## src/rtl/ram_fifo_ctrl.sv

```systemverilog
// Push/pop queue controller that owns both ports of the 16x8 dual-port ram.
// Optional almost_full/almost_empty flags are enabled with `define FIFO_ALMOST_FLAGS_EN.
module ram_fifo_ctrl #(
  parameter int DATA_WIDTH      = 8,
  parameter int ADDR_WIDTH      = 4,
  parameter int DEPTH           = 16,
`ifdef FIFO_ALMOST_FLAGS_EN
  parameter int ALMOST_FULL_TH  = DEPTH - 2,
  parameter int ALMOST_EMPTY_TH = 2,
`endif
  parameter int RD_LATENCY      = 1
) (
  input  logic                  clk,
  input  logic                  rst,
  input  logic                  push,
  input  logic [DATA_WIDTH-1:0] push_data,
  input  logic                  pop,
  output logic [DATA_WIDTH-1:0] pop_data,
  output logic                  pop_valid,
  output logic                  full,
  output logic                  empty,
  output logic [ADDR_WIDTH:0]   count,
  output logic                  overflow,
  output logic                  underflow,
`ifdef FIFO_ALMOST_FLAGS_EN
  output logic                  almost_full,
  output logic                  almost_empty,
`endif
  output logic                  ram_wr_enb,
  output logic [ADDR_WIDTH-1:0] ram_wr_addr,
  output logic [DATA_WIDTH-1:0] ram_wr_data,
  output logic                  ram_rd_enb,
  output logic [ADDR_WIDTH-1:0] ram_rd_addr,
  input  logic [DATA_WIDTH-1:0] ram_rd_data
);

  localparam int CNT_W = ADDR_WIDTH + 1;

  logic [CNT_W-1:0]      wr_ptr;
  logic [CNT_W-1:0]      rd_ptr;
  logic                  push_acc;
  logic                  pop_acc;
  logic [RD_LATENCY-1:0] rd_vld_p;

  // Pointers carry one extra wrap bit so full and empty are distinguishable.
  assign count    = wr_ptr - rd_ptr;
  assign full     = (count == CNT_W'(DEPTH));
  assign empty    = (wr_ptr == rd_ptr);
  assign push_acc = push & ~full;
  assign pop_acc  = pop & ~empty;

  assign ram_wr_enb  = push_acc;
  assign ram_wr_addr = wr_ptr[ADDR_WIDTH-1:0];
  assign ram_wr_data = push_data;
  assign ram_rd_enb  = pop_acc;
  assign ram_rd_addr = rd_ptr[ADDR_WIDTH-1:0];

  always_ff @(posedge clk) begin
    if (!rst) begin
      wr_ptr    <= '0;
      rd_ptr    <= '0;
      overflow  <= 1'b0;
      underflow <= 1'b0;
    end else begin
      wr_ptr <= wr_ptr + CNT_W'(push_acc);
      rd_ptr <= rd_ptr + CNT_W'(pop_acc);
      if (push && full)
        overflow <= 1'b1;
      if (pop && empty)
        underflow <= 1'b1;
    end
  end

  // ---- read-valid pipeline: one stage per RAM read latency edge ----
  always_ff @(posedge clk) begin
    if (!rst) begin
      rd_vld_p <= '0;
    end else begin
      rd_vld_p[0] <= pop_acc;
      for (int i = 1; i < RD_LATENCY; i++)
        rd_vld_p[i] <= rd_vld_p[i-1];
    end
  end

  // ---- output stage: capture RAM data when the oldest read matures ----
  always_ff @(posedge clk) begin
    if (!rst) begin
      pop_valid <= 1'b0;
      pop_data  <= '0;
    end else begin
      pop_valid <= rd_vld_p[RD_LATENCY-1];
      if (rd_vld_p[RD_LATENCY-1])
        pop_data <= ram_rd_data;
    end
  end

`ifdef FIFO_ALMOST_FLAGS_EN
  logic [CNT_W-1:0] count_nxt;

  // Flags follow next-state occupancy so they move on the same edge as count.
  assign count_nxt = count + CNT_W'(push_acc) - CNT_W'(pop_acc);

  always_ff @(posedge clk) begin
    if (!rst) begin
      almost_full  <= 1'b0;
      almost_empty <= 1'b1;
    end else begin
      almost_full  <= (count_nxt >= CNT_W'(ALMOST_FULL_TH));
      almost_empty <= (count_nxt <= CNT_W'(ALMOST_EMPTY_TH));
    end
  end
`else
  // Almost flags are not present in this build.
`endif

endmodule
```

## config.mk

```make
export PLATFORM = sky130hd
export DESIGN_NAME = ram_fifo_ctrl
export DESIGN_NICKNAME = d
export VERILOG_FILES = /design/src/rtl/ram_fifo_ctrl.sv
export SDC_FILE = /design/constraint.sdc
export NUM_CORES = 1
export LEC_CHECK = 0
export ABC_AREA = 1
export BUFFER_PORTS_ARGS = -buffer_cell sky130_fd_sc_hd__buf_2
export CAP_MARGIN = 20
export CORE_UTILIZATION = 45
export DETAILED_ROUTE_END_ITERATION = 8
export GPL_TIMING_DRIVEN = 0
export PLACE_DENSITY = 0.78
export SLEW_MARGIN = 20
export SYNTH_ARGS = -nofsm -noshare
export SYNTH_HDL_FRONTEND = slang
export SYNTH_SLANG_ARGS = --single-unit
```

## constraint.sdc

```tcl
create_clock -name clk -period 2.8 [get_ports clk]
set_input_delay 0 -clock clk [delete_from_list [all_inputs] [get_ports clk]]
set_output_delay 0 -clock clk [all_outputs]
set_load 0.01 [all_outputs]
```

# Word level (Yosys, flattened, before mapping)

Index checks and enable logic that the tools add are counted.

Bitwise operators: 4
Add/subtract/negate cells: 3
Eq/ne operators: 2
Reduce and logical (&&, ||, !) cells: 2

Operators by type and width:

| operator                                   | count |
|---|---|
| adder 5 x 1 -> 5 bit                       | 2 |
| equality test 5 bit                        | 1 |
| equality test 5 bit, second input constant | 1 |
| subtractor 5 bit                           | 1 |
| AND 1 bit                                  | 2 |
| logical AND 1 bit                          | 2 |
| NOT 1 bit                                  | 2 |

Bits of input ports: 20
Output and inout port bits: 36
Logic and storage cells: 18
Bits in registers: 22

# Longest topological paths before layout

Depth in word-level cells: 5
Gate-level depth with buffers: 16
Mapped depth without buffers: 16

# Worst setup path before layout

Ideal clock, no wire load.

Kind: register to register
Start: register wr_ptr[0]
End: register wr_ptr[4]
Data arrival time: 2391 ps
Cell stages (with the launch flop): 17
Slack: 339 ps
Period minus slack after synthesis: 2461 ps
Cells stage by stage: dfxtp_1 > inv_1 > ha_1 > fa_1 > inv_1 > nand2_1 > nand2_1 > nand2_1 > nand2_1 > nand2_2 > nor3_2 > nor2_1 > ha_1 > ha_1 > nand3_1 > o21ai_0 > a21oi_1

Word-level cells in the longest chain between the ends: 5

RTL lines:

| element                | line | text |
|---|---|---|
| start, declared        | 39   | `logic [CNT_W-1:0] wr_ptr;` |
| start signal, assigned | 65   | `wr_ptr <= wr_ptr + CNT_W'(push_acc);` |
| subtractor 5 bit       | 46   | `assign count = wr_ptr - rd_ptr;` |
| equality test 5 bit    | 47   | `assign full = (count == CNT_W'(DEPTH));` |
| net full               | 20   | `output logic full,` |
| NOT 1 bit              | 49   | `assign push_acc = push & ~full;` |
| AND 1 bit              | 49   |  |
| net ram_wr_enb         | 29   | `output logic ram_wr_enb,` |
| adder 5 x 1 -> 5 bit   | 65   |  |

The timed path passes the listed nets, and every way through them passes these cells.
A chain may end at the register's enable or synchronous reset.

# Worst setup path in the final report

Start: register wr_ptr[0]
End: register wr_ptr[4]

Word-level cells in the longest chain between the ends: 5

RTL lines:

| element                  | line |
|---|---|
| subtractor 5 bit         | 46 |
| equality test 5 bit      | 47 |
| NOT 1 bit                | 49 |
| AND 1 bit                | 49 |
| adder 5 x 1 -> 5 bit (*) | 65 |

Mark *: on every way between the ends. The rest lies on a longest branch, timed or not.

==> results.md <==
* Minimum clock period at 2.57 ns
* Hold Slack at 0.183 ns
* Average wire per standard cell at 11.4 um
* Number of diodes at 0
* Vias in the first global route at 1060
* Setup TNS at 0 ns
* GPL Wtd Cong at 0.781
* LEAKAGE at 0.925 nW
* # Post-CTS Setup Buffers at 0
* Clock Tree Buf Depth at 2
* Dpl ws at 0.317 ns
* Most instantiated cells after synthesis: 23 x nor2_1, 22 x dfxtp_1, 21 x inv_1
* Post-Syn Instances at 149
* Row count at 17
* TritonCTS clock tree: done
* Measured slew at the worst slew-check pin at 0.386 ns
* Prevailing post-synth register cell: dfxtp_1
* Fmax at 0.389 GHz
* H-tree Lvls at 1
* RSZ-0062 raised after global routing: false
* Synthesized Nets at 178
* Post-Syn Area at 0.00115 mm2
* Most common cell in the netlist: nor2_1
* Final wirelength at 2760 um
* Initial DRC count at 8
* Drt first pass iters at 4
* Synthesized flop and latch total at 22
* Layout Area Growth over Synthesis at 40.1%
* Yosys top cell area share at 38.1%
* Critical path type: register to register
* Peak supply drop at 0.862 mV
* Pin count of the biggest net entering global routing at 14
* CP startpoint kind: register
* Final worst slack at 0.227 ns
* Via-per-instance ratio at 4.71
* Die Area at 0.00277 mm2
* Yosys cell types at 25
* Sequential fraction of the synthesis area at 38.1%
* Total grt overflow at 0
* Initial antenna violation count at 0
* I/O pins at 56
* Post-CTS Resized at 0
* Die W at 52.7 um
* Total track usage at 20.9%
* CP max FO at 3
* TritonCTS buffer count at 3
* Critical path arrival at 2.84 ns
* Vias at 1139
* Fraction of registers with async set/reset at 0%
* Clock Skews at 0.00318 ns
* Fraction of layout cells with a size suffix above 1 at 35.5%
* Initial Util at 49.8%
* First-pass GRT wire length at 4200 um
* Final hold violations at 0
* Status: finished, final reports clean
* Nets@finish at 244
* Worst Setup End Kind: register
* Max-capacitance violation count at 0
* PD cells at 792 mW/mm2
* Synthesized area per cell at 7.75 um2
* HPWL after DPL at 1840 um
* DIE HEIGHT at 52.7 um
* EDFF count, synth at 0
* Max_slew headroom at 74.2%
* Synth area leaders: dfxtp_1 38%, buf_4 10%, ha_1 8.7%, nor2_1 7.5%, inv_1 6.8%
* Crit share post-route at 91.9%
* Root buf cell: clkbuf_4
* Final Max Tran Viols at 0
* Clk slew on worst S/H paths at 0.13 ns
* Clk Latency, worst-skew pair at 0.32 ns
* Core Region at 0.00232 mm2
* Synth Warn # at 0
* Sink Count at 22
* Critical Path RT at 3.06 ns
* Post-DRT Antenna Nets at 0
* PortBufs at 47
* Largest area contributor in the netlist: dfxtp_1
* Setup violators final at 0
* Worst min path class: primary input to primary output
* Number of remaining DRC errors at 0
## what timing repair did
action,CTS,global route
hold endpoints to repair,14,0
endpoints found under the setup margin,0,0
hold buffers,14,0
## sequential cells by signal (all words and copies together), names as in the netlist
| name | flops |
|---|---|
| overflow | 1 |
| pop_data | 8 |
| pop_valid | 1 |
| rd_ptr | 5 |
| rd_vld_p | 1 |
| underflow | 1 |
| wr_ptr | 5 |
## kinds of logic after synthesis
family,after synthesis,share of synthesized area [%]
compound gates,17,7.69
xor+xnor,4,3.68
fa+ha+maj,9,10.4
buf+inv,43,19.2
flops,22,38.1
simple gates,54,20.9
## critical path, stage by stage, from the launching register on
cell     delay [ns]
dfxtp_1        0.38
inv_1          0.06
ha_1           0.22
fa_1           0.44
inv_1          0.08
nand2_1        0.04
nand2_1        0.08
nand2_1        0.06
nand2_1        0.09
nand2_2        0.07
nor3_2         0.19
nor2_1         0.08
ha_1           0.24
ha_1           0.22
nand3_1        0.09
o21ai_0        0.08
a21oi_1        0.11
## placed cells by master (no fill, tap or decap)
| master | instances |
|---|---|
| bufinv_16 | 1 |
| buf_4 | 16 |
| nand2_2 | 1 |
| clkbuf_4 | 3 |
| nand3b_1 | 2 |
| dlygate4sd3_1 | 14 |
| nand2_1 | 16 |
| nand3_1 | 6 |
| ha_1 | 8 |
| xor2_2 | 1 |
| fa_1 | 1 |
| o21ai_0 | 11 |
| inv_1 | 21 |
| dfxtp_1 | 22 |
| a21oi_2 | 1 |
| nand3_2 | 1 |
| nor2_1 | 23 |
| a21oi_1 | 5 |
| inv_2 | 3 |
| buf_2 | 47 |
| nor3_1 | 1 |
| nor2_2 | 1 |
| xnor2_1 | 2 |
| clkbuf_1 | 2 |
| nor3_2 | 1 |
| or2_1 | 1 |
| xor2_1 | 1 |
| nand4_1 | 1 |
| clkinv_1 | 1 |
## through the flow
step	utilization [%]	std cells	power, mW	area, um2
final	69.8	242	1.28	1620
after global placement	61.5	224	0.975	1430
after global routing	69.8	242	1.37	1620
after detailed placement	61.5	224	0.998	1430
after CTS	69.8	242	1.28	1620
after floorplan	-	149	0.802	1150
## report_power, final
part | total (mW) | switching (mW) | leakage, nW | internal (mW)
Clock | 0.251 | 0.106 | 0.0279 | 0.145
Sequential | 0.406 | 0.0355 | 0.179 | 0.370
Combinational | 0.625 | 0.350 | 0.718 | 0.275
## layout make-up
cell class,count,area [um2]
fillers,199,701
multi-input cells,84,493
flip-flops and latches,22,440
repair buffers,61,375
plain buffers,18,128
inverters,25,93.8
well taps,28,35.0
clock inverters,1,30.0
clock buffers,3,22.5
## path summary, 6_finish.rpt
check / cells past startpoint / endpoint / start / slack (ns)
worst min register to register: 2 / underflow$_SDFFE_PN0P_ / underflow$_SDFFE_PN0P_ / 0.46
worst max-delay path: 16 / wr_ptr[4]$_SDFF_PN0_ / wr_ptr[0]$_SDFF_PN0_ / 0.23
worst min-delay path: 2 / ram_wr_data[1] / push_data[1] / 0.18
worst max register to register: 16 / wr_ptr[4]$_SDFF_PN0_ / wr_ptr[0]$_SDFF_PN0_ / 0.23
## metal layers
| metal | up-vias | GRT usage (%) | wire, um |
|---|---|---|---|
| li1 | 574 | - | - |
| met1 | 507 | 20.6 | 1100 |
| met2 | 54 | 40.7 | 1430 |
| met3 | 4 | 7.54 | 201 |
| met4 | 0 | 4.82 | 34 |
| met5 | - | 0 | 0 |
Power figures use the tool's default switching activity.
